==> src/rtl/przesuniecie_arbiter.sv <==
// Shift unit (A >>> ~B with error/overflow flags) and a two-port round-robin
// arbiter that shares it behind registered valid/ready handshakes.

module przesuniecie #(
    parameter int BITS = 32
) (
    input  logic signed [BITS-1:0] i_A,
    input  logic signed [BITS-1:0] i_B,
    output logic signed [BITS-1:0] o_result,
    output logic                   o_error,
    output logic                   o_overflow
);
    localparam logic signed [BITS-1:0] LP_MAX = BITS'(BITS);

    logic signed [BITS-1:0] w_amt;

    assign w_amt = ~i_B;

    always_comb begin
        o_result   = '0;
        o_error    = 1'b0;
        o_overflow = 1'b0;
        if (w_amt[BITS-1]) begin
            o_error = 1'b1;
        end else if (w_amt > LP_MAX) begin
            o_overflow = 1'b1;
        end else begin
            o_result = i_A >>> w_amt;
        end
    end
endmodule

module przesuniecie_arbiter #(
    parameter int BITS  = 32,
    parameter int CNT_W = 8
) (
    input  logic             i_clk,
    input  logic             i_rst_n,
    input  logic             i_req0_valid,
    output logic             o_req0_ready,
    input  logic [BITS-1:0]  i_req0_A,
    input  logic [BITS-1:0]  i_req0_B,
    input  logic             i_req1_valid,
    output logic             o_req1_ready,
    input  logic [BITS-1:0]  i_req1_A,
    input  logic [BITS-1:0]  i_req1_B,
    output logic             o_rsp_valid,
    input  logic             i_rsp_ready,
    output logic [BITS-1:0]  o_rsp_result,
    output logic             o_rsp_error,
    output logic             o_rsp_overflow,
    output logic             o_rsp_id,
    input  logic             i_cnt_clr,
    output logic [CNT_W-1:0] o_err_cnt,
    output logic [CNT_W-1:0] o_ovf_cnt
);
    typedef enum logic [1:0] {IDLE, EXEC, RESP} state_t;

    state_t                 r_state;
    state_t                 w_state_nxt;
    logic signed [BITS-1:0] r_a;
    logic signed [BITS-1:0] r_b;
    logic                   r_id;
    logic                   r_last_grant;
    logic                   w_grant;
    logic                   w_accept;
    logic signed [BITS-1:0] w_res;
    logic                   w_err;
    logic                   w_ovf;
    logic                   r_rsp_valid;
    logic [BITS-1:0]        r_rsp_result;
    logic                   r_rsp_error;
    logic                   r_rsp_overflow;
    logic                   r_rsp_id;
    logic [CNT_W-1:0]       r_err_cnt;
    logic [CNT_W-1:0]       r_ovf_cnt;

    przesuniecie #(.BITS(BITS)) u_shift (
        .i_A        (r_a),
        .i_B        (r_b),
        .o_result   (w_res),
        .o_error    (w_err),
        .o_overflow (w_ovf)
    );

    // Ready is gated by reset so every output reads 0 while reset is held.
    always_comb begin
        w_state_nxt  = r_state;
        w_grant      = 1'b0;
        w_accept     = 1'b0;
        o_req0_ready = 1'b0;
        o_req1_ready = 1'b0;
        case (r_state)
            IDLE: begin
                if (i_req0_valid && i_req1_valid) begin
                    w_grant = ~r_last_grant;
                end else begin
                    w_grant = i_req1_valid;
                end
                if ((i_req0_valid || i_req1_valid) && i_rst_n) begin
                    w_accept     = 1'b1;
                    o_req0_ready = ~w_grant;
                    o_req1_ready = w_grant;
                    w_state_nxt  = EXEC;
                end
            end
            EXEC: w_state_nxt = RESP;
            RESP: begin
                if (i_rsp_ready) begin
                    w_state_nxt = IDLE;
                end
            end
            default: w_state_nxt = IDLE;
        endcase
    end

    always_ff @(posedge i_clk or negedge i_rst_n) begin
        if (!i_rst_n) begin
            r_state        <= IDLE;
            r_a            <= '0;
            r_b            <= '0;
            r_id           <= 1'b0;
            r_last_grant   <= 1'b1;
            r_rsp_valid    <= 1'b0;
            r_rsp_result   <= '0;
            r_rsp_error    <= 1'b0;
            r_rsp_overflow <= 1'b0;
            r_rsp_id       <= 1'b0;
        end else begin
            r_state <= w_state_nxt;
            if (w_accept) begin
                r_a          <= w_grant ? i_req1_A : i_req0_A;
                r_b          <= w_grant ? i_req1_B : i_req0_B;
                r_id         <= w_grant;
                r_last_grant <= w_grant;
            end
            if (r_state == EXEC) begin
                r_rsp_valid    <= 1'b1;
                r_rsp_result   <= (w_err || w_ovf) ? '0 : w_res;
                r_rsp_error    <= w_err;
                r_rsp_overflow <= w_ovf;
                r_rsp_id       <= r_id;
            end else if (r_state == RESP && i_rsp_ready) begin
                r_rsp_valid <= 1'b0;
            end
        end
    end

    always_ff @(posedge i_clk or negedge i_rst_n) begin
        if (!i_rst_n) begin
            r_err_cnt <= '0;
            r_ovf_cnt <= '0;
        end else if (i_cnt_clr) begin
            r_err_cnt <= '0;
            r_ovf_cnt <= '0;
        end else if (r_state == EXEC) begin
            if (w_err && r_err_cnt != '1) begin
                r_err_cnt <= r_err_cnt + 1'b1;
            end
            if (w_ovf && r_ovf_cnt != '1) begin
                r_ovf_cnt <= r_ovf_cnt + 1'b1;
            end
        end
    end

    assign o_rsp_valid    = r_rsp_valid;
    assign o_rsp_result   = r_rsp_result;
    assign o_rsp_error    = r_rsp_error;
    assign o_rsp_overflow = r_rsp_overflow;
    assign o_rsp_id       = r_rsp_id;
    assign o_err_cnt      = r_err_cnt;
    assign o_ovf_cnt      = r_ovf_cnt;
endmodule
==> config.mk <==
export PLATFORM = sky130hd
export DESIGN_NAME = przesuniecie_arbiter
export DESIGN_NICKNAME = d
export VERILOG_FILES = /design/src/rtl/przesuniecie_arbiter.sv
export SDC_FILE = /design/constraint.sdc
export NUM_CORES = 1
export LEC_CHECK = 0
export ABC_AREA = 1
export ABC_CLOCK_PERIOD_IN_PS = 2330
export BUFFER_PORTS_ARGS = -buffer_cell sky130_fd_sc_hd__buf_2
export CAP_MARGIN = 10
export CORE_AREA = 2 2 140 142
export CTS_BUF_LIST = sky130_fd_sc_hd__clkbuf_4 sky130_fd_sc_hd__clkbuf_8
export DETAILED_ROUTE_END_ITERATION = 16
export DIE_AREA = 0 0 142 144
export GPL_ROUTABILITY_DRIVEN = 0
export PLACE_DENSITY_LB_ADDON = 0.25
export SLEW_MARGIN = 20
export SYNTH_ARGS = -nofsm -noshare
export SYNTH_HDL_FRONTEND = slang
export SYNTH_SLANG_ARGS = --single-unit
export TNS_END_PERCENT = 100
==> constraint.sdc <==
create_clock -name i_clk -period 2.33 [get_ports i_clk]
set_clock_uncertainty 0.2 [all_clocks]
set_input_delay 0.466 -clock i_clk [delete_from_list [all_inputs] [get_ports i_clk]]
set_output_delay 0.466 -clock i_clk [all_outputs]
set_load 0.005 [all_outputs]
==> impl_results.md <==
* Startpoint types: flip-flop
* Routed WL per cell at 15.1 µm
* 1st-iter DRT viols at 551
* Grt total ovfl at 0
* TritonCTS clock tree: built
* Pins Over Slew Limit at 0
* Worst endpoint data arrival time at 2.57 ns
* Post-route ant nets at 0
* Clk root buf: clkbuf_8
* Via count at 8150
* Final hold vios at 35
* Leak pwr at 0.00492 µW
* Seq/Total Area, Yosys at 40.2%
* Layout cells sized above 1 at 28.2%
* Clock sink count at 120
* Sw Ratio at 46.7%
* Hold crit path type: input port to async pin
* Mapped cell area at 7470 µm²
* Final setup viols at 29
* Xor-xnor portion of the synthesized cell area at 0.235%
* #FFs+latches synth at 120
* Starting Density at 39.1%
* Simple-gate share of the synthesized area at 38.3%
* Vias in the first global route at 7560
* Deepest clock path buffer count at 2
* Hold_buf cts at 0
* Yosys cell types at 31
* Crit end category: flip-flop
* Mapped Cells at 1111
* Busiest grt layer: met2
* Core area at 19100 µm²
* Area Growth Syn to Fin at 31.6%
* Post-synthesis mux area share at 0%
* Fill count at 1875
* Syn Nets at 1247
* DRC at 0
* Min Tclk post-route at 2.43 ns
* Final HPWL DP at 16100 µm
* YS warnings at 0
* Placed insts at 1492
* Worst vdd ir at 0.607 mV
* Via density at 5.31
* Syn avg cell area at 6.72 µm²
* Overall power at 11400 µW
* Least-Margin Pin Slew at 0.683 ns
* Worst path required time at 2.47 ns
* Failing checks: negative hold slack, negative setup slack
* Internal Power at 6110 µW
* TritonRoute pass-1 iters at 5
* Antenna violations before repair at 0
* Period utilization at 104%
* GR Layer Usage met2 at 36.4%
* Max-slew headroom at 54.4%
* Setup repair after global routing missed its margin: true
* Clock Latency Late Sink at 0.44 ns
* Critical path class: flip-flop to flip-flop
* Input/output buffers at 187
* Total CTS buffers at 17
* Setup WS post-layout at -0.105 ns
* Global Route met3 Usage at 5.17%
* Worst slack, placed at -0.101 ns
* Synth Area in Adders at 0.335%
* H-Tree Depth at 4
* Clock share of power at 17.1%
* Fin nets at 1421
* Final hold slack at -0.0748 ns
* CTS clock-pin slew for the worst setup and hold paths at 0.07 ns
* Sequential Area at 3000 µm²
* Height of the die at 144 µm
* Combinational power share at 57.2%
* Global Route Usage Sum at 22.6%
* # diodes at 0
* Die area at 20400 µm²
* First-pass GRT wire length at 36800 µm
* Total Wirelength at 23200 µm
* Fmax at 0.411 GHz
* Cell Count, Final, Fillers Out at 1535
* Multi-input logic area at 4320 µm²
* P_sw at 5340 µW
* Power Dens Cells at 1170 nW/µm²
* FP Rows at 51
* Max_cap viols at 0
* Pin count of the biggest net entering global routing at 121
* Reg power frac at 25.7%
* I/O pins at 188
* Status: finished with violations
* Largest family of logic cells by synthesized area: simple AND/OR/NAND/NOR gates
* Die width at 142 µm
* Met1 usage at 29.8%
* Compound-gate portion of the synthesized area at 12.7%
* Crit Path Max Fanout at 7
[cells in the final DEF, fill, tap and decap left out, types with 2 or more instances in the layout]
| cell type | synthesis | final |
|---|---|---|
| o21ai_1 | 3 | 3 |
| buf_16 | 0 | 2 |
| nor4_1 | 3 | 2 |
| xor2_1 | 2 | 2 |
| nand2_1 | 312 | 302 |
| nor2_4 | 2 | 4 |
| nand2_2 | 0 | 10 |
| bufinv_16 | 0 | 2 |
| inv_2 | 2 | 3 |
| o21ai_0 | 108 | 106 |
| nand4_1 | 2 | 2 |
| nand3_4 | 0 | 2 |
| buf_12 | 0 | 10 |
| clkbuf_8 | 0 | 23 |
| buf_4 | 3 | 27 |
| nand3_1 | 243 | 168 |
| clkbuf_4 | 0 | 2 |
| dfrtp_1 | 119 | 119 |
| ha_1 | 2 | 2 |
| buf_2 | 13 | 186 |
| clkinv_2 | 0 | 2 |
| nand3_2 | 0 | 73 |
| nor2_1 | 90 | 85 |
| nor2_2 | 0 | 3 |
| o22ai_1 | 40 | 40 |
| clkinvlp_4 | 0 | 3 |
| a21oi_2 | 0 | 2 |
| nor3_1 | 10 | 10 |
| a21oi_1 | 21 | 19 |
| clkbuf_16 | 0 | 5 |
| o21ai_2 | 0 | 2 |
| inv_1 | 65 | 64 |
[state kept, by name, indices dropped and copies added, names as in the netlist]
register	count
r_last_grant	1
o_ovf_cnt	8
o_rsp_result	32
r_state	2
o_rsp_error	1
o_rsp_valid	1
o_rsp_overflow	1
r_a	32
r_id	1
r_b	32
o_err_cnt	8
o_rsp_id	1
[path summary, 6_finish.rpt]
kind                                   start  depth (start not counted)  slack [ns]         endpoint
worst max-delay path                 r_b[26]                         17       -0.10  o_rsp_result[6]
worst min-delay path                 i_rst_n                          2       -0.07          r_a[28]
worst max register to register       r_b[26]                         17       -0.10  o_rsp_result[6]
worst min register to register  r_last_grant                          2        0.27     r_last_grant
max in group asynchronous            i_rst_n                          2        1.42  o_rsp_result[9]
min in group i_clk               i_rsp_ready                          2        0.05       r_state[1]
[per-layer routing]
layer	share of wire (%)	up-vias
met5	0	-
met3	6.7	43
met1	45	3726
met4	2.4	0
li1	-	4068
met2	46	313
[critical path, cell delays in order (launching register included)]
cell and delay (ns):
dfrtp_1 0.35, nand2_1 0.08, nor2_1 0.14, nand2_1 0.10, nor2_4 0.20, buf_6 0.16, buf_16 0.13, nand3_2 0.09
nand3_1 0.14, nand3_1 0.10, nand2_2 0.11, nand2_1 0.07, nand2_1 0.07, nand2_1 0.04, nand3_1 0.09, nand3_1 0.12
nand2_1 0.10, nand2_1 0.05
[cells by family (layout without fill, tap and decap cells)]
kind of cell | after synthesis | in the layout
simple gates | 665 | 665
compound gates | 177 | 177
buf+inv | 145 | 331
flops | 120 | 120
fa+ha+maj | 2 | 2
xor+xnor | 2 | 2
[what timing repair did]
action / CTS / global route
resized for setup: 13 / 89
buffers inserted: 1 / 4
setup endpoints to repair: 20 / 37
pin swaps: 3 / 11
hold endpoints to repair: 0 / 0
cloned: 2 / 5
[area by class of cell]
class                      count  area share [%]
clock inverter                 6           0.891
inverter                      69            2.65
tap                          238            3.03
clock buffer                  25            3.37
multi-input combinational    846            44.0
timing repair buffer         231            15.5
sequential                   120            30.6
[synthesized netlist by cell type (all sizes together)]
master  instances  area, µm²
nand2         314       1190
nand3         243       1220
dfrtp         119       2980
o21ai         111        556
nor2           92        360
inv            67        251
clkbuf         47        176
o22ai          40        250
buf            29        178
a21oi          21        105
nor3           10       50.1
nor4            3       18.8
clkinv          2       7.51
ha              2       25.0
nand4           2       12.5
xor2            2       17.5
a211oi          1       7.51
a31oi           1       6.26
a41oi           1       8.76
dfstp           1       26.3
nand3b          1       7.51
o21a            1       7.51
o21bai          1       7.51
[power by group through the flow]
stage	clock [µW]	sequential (µW)	combinational, µW
2_1_floorplan	0	2930	4210
3_5_place_dp	0	2980	5750
6_report	1950	2950	6550
4_1_cts	2000	2940	5880
5_1_grt	2110	3020	7320
3_3_place_gp	0	2970	5760
[per-stage QoR]
stage | setup TNS, ns | instance area (µm²) | utilization (%)
after global routing | -7.96 | 9820 | 51.5
final | -1.69 | 9820 | 51.5
after detailed placement | -0.412 | 8720 | 45.7
after global placement | -0.451 | 8720 | 45.7
after CTS | -0.149 | 9240 | 48.4
after floorplan | 0 | 7470 | -
No activity file was read; power rests on OpenSTA's default activity.
